### src/rtl/alu_pkg.sv
// Shared types for the multi-cycle add/subtract unit.
//   op_e    : operation encoding as presented on the op port
//   state_e : sequencer states (IDLE accepts, CALC walks digits, DONE presents)
package alu_pkg;

  typedef enum logic [1:0] {
    OP_ADD = 2'b00,
    OP_SUB = 2'b01,
    OP_INC = 2'b10,
    OP_DEC = 2'b11
  } op_e;

  typedef enum logic [1:0] {
    IDLE = 2'b00,
    CALC = 2'b01,
    DONE = 2'b10
  } state_e;

endpackage

### src/rtl/multiword_addsub_digit_adder.sv
// One DIGIT-bit slice of the ripple chain: {cout, s} = x + y + cin.
//   x, y : digit operands
//   cin  : carry in from the previous digit
//   s    : digit sum
//   cout : carry out to the next digit
module digit_adder #(
  parameter int DIGIT = 8
) (
  input  logic [DIGIT-1:0] x,
  input  logic [DIGIT-1:0] y,
  input  logic             cin,
  output logic [DIGIT-1:0] s,
  output logic             cout
);

  logic [DIGIT:0] sum;

  assign sum       = {1'b0, x} + {1'b0, y} + {{DIGIT{1'b0}}, cin};
  assign {cout, s} = sum;

endmodule

### src/rtl/multiword_addsub.sv
// Multi-cycle add/subtract unit. Operands are consumed DIGIT bits per cycle,
// least-significant digit first, with the carry chained through a register.
//   clk, rst_n          : clock, asynchronous active-low reset
//   in_valid / in_ready : operation handshake (op, a, b sampled on accept)
//   op                  : 00 ADD, 01 SUB, 10 INC, 11 DEC
//   a, b                : operands (b ignored for INC/DEC)
//   out_valid/out_ready : result handshake, held under backpressure
//   result              : WIDTH-bit result, modulo 2^WIDTH
//   carry               : carry out of MSB (SUB/DEC: 1 = no borrow)
//   zero, negative      : result == 0, result MSB
//   overflow            : signed two's-complement overflow
module multiword_addsub
  import alu_pkg::*;
#(
  parameter int WIDTH = 32,
  parameter int DIGIT = 8
) (
  input  logic             clk,
  input  logic             rst_n,
  input  logic             in_valid,
  output logic             in_ready,
  input  logic [1:0]       op,
  input  logic [WIDTH-1:0] a,
  input  logic [WIDTH-1:0] b,
  output logic             out_valid,
  input  logic             out_ready,
  output logic [WIDTH-1:0] result,
  output logic             carry,
  output logic             zero,
  output logic             negative,
  output logic             overflow
);

  localparam int NDIG = WIDTH / DIGIT;
  localparam int KW   = (NDIG > 1) ? $clog2(NDIG) : 1;
  localparam logic [KW-1:0] KLAST = KW'(NDIG - 1);

  if ((DIGIT < 1) || (DIGIT > WIDTH) || ((WIDTH % DIGIT) != 0)) begin : g_bad_param
    $error("multiword_addsub: WIDTH must be a positive multiple of DIGIT");
  end

  state_e           state_q, state_d;
  logic [KW-1:0]    k_q, k_d;
  logic [WIDTH-1:0] a_q, a_d;         // shifts right one digit per CALC cycle
  logic [WIDTH-1:0] b_q, b_d;         // mapped operand B', shifted likewise
  logic             c_q, c_d;         // carry chain, also the carry flag
  logic             nz_q, nz_d;       // any nonzero digit seen
  logic [WIDTH-1:0] res_q, res_d;
  logic             zero_q, zero_d;
  logic             ovf_q, ovf_d;
  logic             amsb_q, amsb_d;   // operand MSBs kept for overflow, since
  logic             bmsb_q, bmsb_d;   // the shift registers lose them
  logic             in_ready_q, in_ready_d;
  logic             out_valid_q, out_valid_d;

  logic [WIDTH-1:0] b_map;
  logic             cin_map;
  logic [DIGIT-1:0] dsum;
  logic             dcout;
  logic [WIDTH-1:0] res_shift;

  digit_adder #(.DIGIT(DIGIT)) u_digit (
    .x    (a_q[DIGIT-1:0]),
    .y    (b_q[DIGIT-1:0]),
    .cin  (c_q),
    .s    (dsum),
    .cout (dcout)
  );

  // New digit enters at the top; after NDIG cycles every digit sits in place.
  if (NDIG == 1) begin : g_one
    assign res_shift = dsum;
  end else begin : g_many
    assign res_shift = {dsum, res_q[WIDTH-1:DIGIT]};
  end

  always_comb begin
    b_map   = b;
    cin_map = 1'b0;
    case (op_e'(op))
      OP_ADD: begin b_map = b;     cin_map = 1'b0; end
      OP_SUB: begin b_map = ~b;    cin_map = 1'b1; end
      OP_INC: begin b_map = '0;    cin_map = 1'b1; end
      OP_DEC: begin b_map = '1;    cin_map = 1'b0; end
      default: ;
    endcase
  end

  always_comb begin
    state_d     = state_q;
    k_d         = k_q;
    a_d         = a_q;
    b_d         = b_q;
    c_d         = c_q;
    nz_d        = nz_q;
    res_d       = res_q;
    zero_d      = zero_q;
    ovf_d       = ovf_q;
    amsb_d      = amsb_q;
    bmsb_d      = bmsb_q;
    in_ready_d  = in_ready_q;
    out_valid_d = out_valid_q;

    case (state_q)
      IDLE: begin
        if (in_valid) begin
          a_d        = a;
          b_d        = b_map;
          c_d        = cin_map;
          k_d        = '0;
          nz_d       = 1'b0;
          amsb_d     = a[WIDTH-1];
          bmsb_d     = b_map[WIDTH-1];
          in_ready_d = 1'b0;
          state_d    = CALC;
        end
      end
      CALC: begin
        a_d   = a_q >> DIGIT;
        b_d   = b_q >> DIGIT;
        c_d   = dcout;
        nz_d  = nz_q | (|dsum);
        res_d = res_shift;
        k_d   = k_q + KW'(1);
        if (k_q == KLAST) begin
          // dsum[DIGIT-1] is the final result MSB on the last digit.
          zero_d      = ~(nz_q | (|dsum));
          ovf_d       = (amsb_q == bmsb_q) && (dsum[DIGIT-1] != amsb_q);
          out_valid_d = 1'b1;
          state_d     = DONE;
        end
      end
      DONE: begin
        if (out_ready) begin
          out_valid_d = 1'b0;
          in_ready_d  = 1'b1;
          state_d     = IDLE;
        end
      end
      default: begin
        out_valid_d = 1'b0;
        in_ready_d  = 1'b1;
        state_d     = IDLE;
      end
    endcase
  end

  always_ff @(posedge clk or negedge rst_n) begin
    if (!rst_n) begin
      state_q     <= IDLE;
      k_q         <= '0;
      a_q         <= '0;
      b_q         <= '0;
      c_q         <= 1'b0;
      nz_q        <= 1'b0;
      res_q       <= '0;
      zero_q      <= 1'b0;
      ovf_q       <= 1'b0;
      amsb_q      <= 1'b0;
      bmsb_q      <= 1'b0;
      in_ready_q  <= 1'b1;
      out_valid_q <= 1'b0;
    end else begin
      state_q     <= state_d;
      k_q         <= k_d;
      a_q         <= a_d;
      b_q         <= b_d;
      c_q         <= c_d;
      nz_q        <= nz_d;
      res_q       <= res_d;
      zero_q      <= zero_d;
      ovf_q       <= ovf_d;
      amsb_q      <= amsb_d;
      bmsb_q      <= bmsb_d;
      in_ready_q  <= in_ready_d;
      out_valid_q <= out_valid_d;
    end
  end

  assign in_ready  = in_ready_q;
  assign out_valid = out_valid_q;
  assign result    = res_q;
  assign carry     = c_q;
  assign zero      = zero_q;
  assign negative  = res_q[WIDTH-1];
  assign overflow  = ovf_q;

endmodule

### config.mk
export PLATFORM = sky130hd
export DESIGN_NAME = multiword_addsub
export DESIGN_NICKNAME = d
export VERILOG_FILES = /design/src/rtl/alu_pkg.sv /design/src/rtl/multiword_addsub_digit_adder.sv /design/src/rtl/multiword_addsub.sv
export SDC_FILE = /design/constraint.sdc
export NUM_CORES = 1
export LEC_CHECK = 0
export ABC_AREA = 0
export CAP_MARGIN = 15
export CORE_AREA = 2 2 148 106
export DETAILED_ROUTE_END_ITERATION = 12
export DIE_AREA = 0 0 150 108
export DONT_BUFFER_PORTS = 1
export PLACE_DENSITY = 0.56
export SLEW_MARGIN = 40
export SYNTH_ARGS = -nofsm -noshare
export SYNTH_HDL_FRONTEND = slang
export SYNTH_SLANG_ARGS = --single-unit
### constraint.sdc
create_clock -name clk -period 3 [get_ports clk]
set_input_delay 0.9 -clock clk [delete_from_list [all_inputs] [get_ports clk]]
set_output_delay 0.9 -clock clk [all_outputs]
set_load 0.005 [all_outputs]
==> results.json <==
{
  "final-setup-viol-count": 0,
  "async_flop_share": 1.000,
  "dp_hpwl_microns": 8497,
  "power.density_nw_per_um2": 1120,
  "synthToLayoutAreaGrowth_pct": 9.725,
  "fin_area_sq_um": 5590,
  "tightest_slew_ps": 614.9,
  "avgViaCountPerCell": 5.244,
  "dp_cells": 722,
  "status": "finished clean",
  "critPathCaptureType": "flop",
  "relSlewSlack": 0.5901,
  "syn-cell-area_sq_um": 5095,
  "track_usage": 0.1635,
  "post-route-period-util": 0.8225,
  "finalWeightedCongestion": 0.8160,
  "num_rows": 37,
  "cts_tree": "built",
  "maxCapViolations": 0,
  "synth_edf_count": 0,
  "ant_nets": 0,
  "crit_path_start": "carry",
  "root_buffer": "clkbuf_16",
  "die_area_sq_um": 16200,
  "cts.sinks": 108,
  "crit_chain": "fa_1 > inv_1 > fa_1 > nand2b_1 > a21oi_1 > o31ai_1 > o311ai_0 > and4_1 > mux2_2",
  "routed_wirelength_microns": 12640,
  "layout.nets": 621,
  "crit_required_ps": 3220,
  "synthCells": 559,
  "fillCellCount": 1504,
  "reg2reg_from": "carry",
  "hp-class": "input pin to asynchronous set/reset pin",
  "vias": 3865,
  "synthFlopType": "dfrtp_1",
  "utilization": 0.3821,
  "postCtsHoldBufs": 0,
  "die_y_microns": 108,
  "cellLeakagePower_nw": 2.728,
  "n_antenna_cell": 0,
  "r2r_cells": 9,
  "dp_slack_ps": 524.4,
  "r2r_end": "zero",
  "ctsHtreeMaxLevel": 3,
  "synth.distinct_cells": 37,
  "period_minus_slack_ps": 2467,
  "rsz0062_at_grt": "false",
  "synth_area_leaders": "dfrtp_1 53%, nand2_1 13%, a221o_1 4.7%",
  "route.met2.wl_microns": 5645,
  "cts_buffers": 9,
  "core_area_sq_um": 14630,
  "path_clk_slew_ps": 70,
  "wl_per_cell_microns": 17.15,
  "netlist.area_leader.share": 0.5255,
  "dr.pass1.iters": 4,
  "worstSetupStartpointType": "flop",
  "hold_violations": 0,
  "finClkSkew_ps": 7.370,
  "cp_max_fo": 3,
  "fmax_mhz": 405.3,
  "total_power_mw": 6.263,
  "post_cts_buffers": 0,
  "critPathMaxStageDelay_ps": 450,
  "path_class": "flop to flop",
  "ys_ff_latch": 108,
  "drive_gt1_frac": 0.05904,
  "drv_slew": 0,
  "grt_pass1_vias": 3969,
  "wl_met3_microns": 1037,
  "finalSetupTns_ps": 0,
  "crit_path_frequent_cell": "fa_1",
  "ys_seq_area_frac": 0.5307,
  "fin_hold_ws_ps": 248.4,
  "initial_core_util": 0.3483,
  "ios": 108,
  "grt_max_degree": 109,
  "setup_slack_ps": 532.5,
  "fin_cells": 737,
  "top_layer": "met4",
  "seqCellArea_sq_um": 2704,
  "met1_length_microns": 5799,
  "multiInputGateArea_sq_um": 2128,
  "drc_errors": 0,
  "portBuffers": 0,
  "grt_overflow": 0,
  "post_cts_resized": 0,
  "synth-warning-count": 0,
  "clockBufferDepth": 2,
  "synth_fp_nets": 642,
  "avgSynthCellArea_sq_um": 9.114,
  "crit_slowest_cell": "fa_1",
  "crit_path_end": "zero",
  "drt_iter0_markers": 237,
  "synth_top_cell_by_area": "dfrtp_1",
  "grt_pass1_wl_microns": 20820,
  "antenna_found_initial": 0,
  "r2r_slack_ps": 530,
  "die_w_microns": 150,
  "cp.arrival_ps": 2690,
  "ir_worst_vdd_v": 0.0003622,
  "insertion_delay_ps": 340,
  "dpl_cell_area_sq_um": 5283
}
-- layout make-up --
cell class,instances,area share
inverters,37,0.02484
repair buffers,8,0.01365
well taps,195,0.04364
flip-flops and latches,108,0.4837
clock inverters,6,0.01321
multi-input cells,374,0.3807
clock buffers,9,0.04029
-- cell usage after synthesis (all sizes together), types with 2 or more instances --
master and number:
a211oi 2, a21oi 21, a221o 24, a221oi 24
a22oi 25, buf 6, clkbuf 34, dfrtp 107
fa 2, ha 11, inv 37, nand2 183
nand2b 4, nand3 17, nor2 17, nor2b 2
nor3 2, o21a 2, o21ai 20, o31ai 2
xor2 4
-- cell usage in the layout, fill, tap and decap left out, types with 2 or more instances in the layout --
master / instances
clkbuf_16: 9
clkinvlp_4: 2
ha_1: 11
nand3_1: 17
nor3_1: 2
nor2_4: 2
dfrtp_1: 107
o21ai_0: 20
buf_4: 6
a21oi_1: 21
a221o_1: 24
a22oi_1: 25
a221oi_1: 24
inv_1: 37
fa_1: 2
nand2b_1: 3
a211oi_1: 2
nor2_1: 15
nand2_1: 183
o21a_1: 2
xor2_1: 4
-- sequential cells by signal, indices dropped and copies added (netlist names), 2 cells and up --
signal   cells
k_q          2
result      32
b_q         32
state_q      2
a_q         32
-- critical path: cells and delay by family (launching register included) --
kind / cells / cell delay (ps)
AO/OA/AOI/OAI: 3 / 570
multiplexers: 1 / 250
adder cells (fa/ha/maj): 2 / 660
AND/OR/NAND/NOR: 2 / 340
flip-flops: 1 / 440
buffers and inverters: 1 / 80
-- metal layers --
layer	track usage	vias to the layer above
li1	-	1863
met1	0.2188	1888
met2	0.2554	97
met3	0.06076	17
met4	0.03437	0
met5	0	-
-- where the power goes --
part / switching, mW / leakage, nW / internal, mW
clock network: 0.542 / 0.140 / 0.653
registers: 0.515 / 1.37 / 2.11
logic: 1.51 / 1.22 / 0.933
total: 2.57 / 2.73 / 3.69
-- kinds of logic (layout without fill, tap and decap cells) --
group           count (synthesis)  in the layout  synth area share
fa+ha+maj                      13             13           0.03487
flops                         108            108            0.5307
mux                             1              1          0.002210
xor+xnor                        5              5          0.008595
simple gates                  229            229            0.1790
compound gates                126            126            0.1866
buf+inv                        77             60           0.05796
-- how the worst min path moves through the flow --
stage,startpoint,to,slack [ps],cells after the start
finish,rst_n,b_q[27],250,0
global route,rst_n,b_q[27],220,0
CTS,rst_n,result[7],240,0
detailed placement,a_q[16],a_q[16],470,2
global placement,a_q[23],a_q[23],460,2
floorplan,a_q[10],a_q[10],450,2
Power figures use the tool's default switching activity.
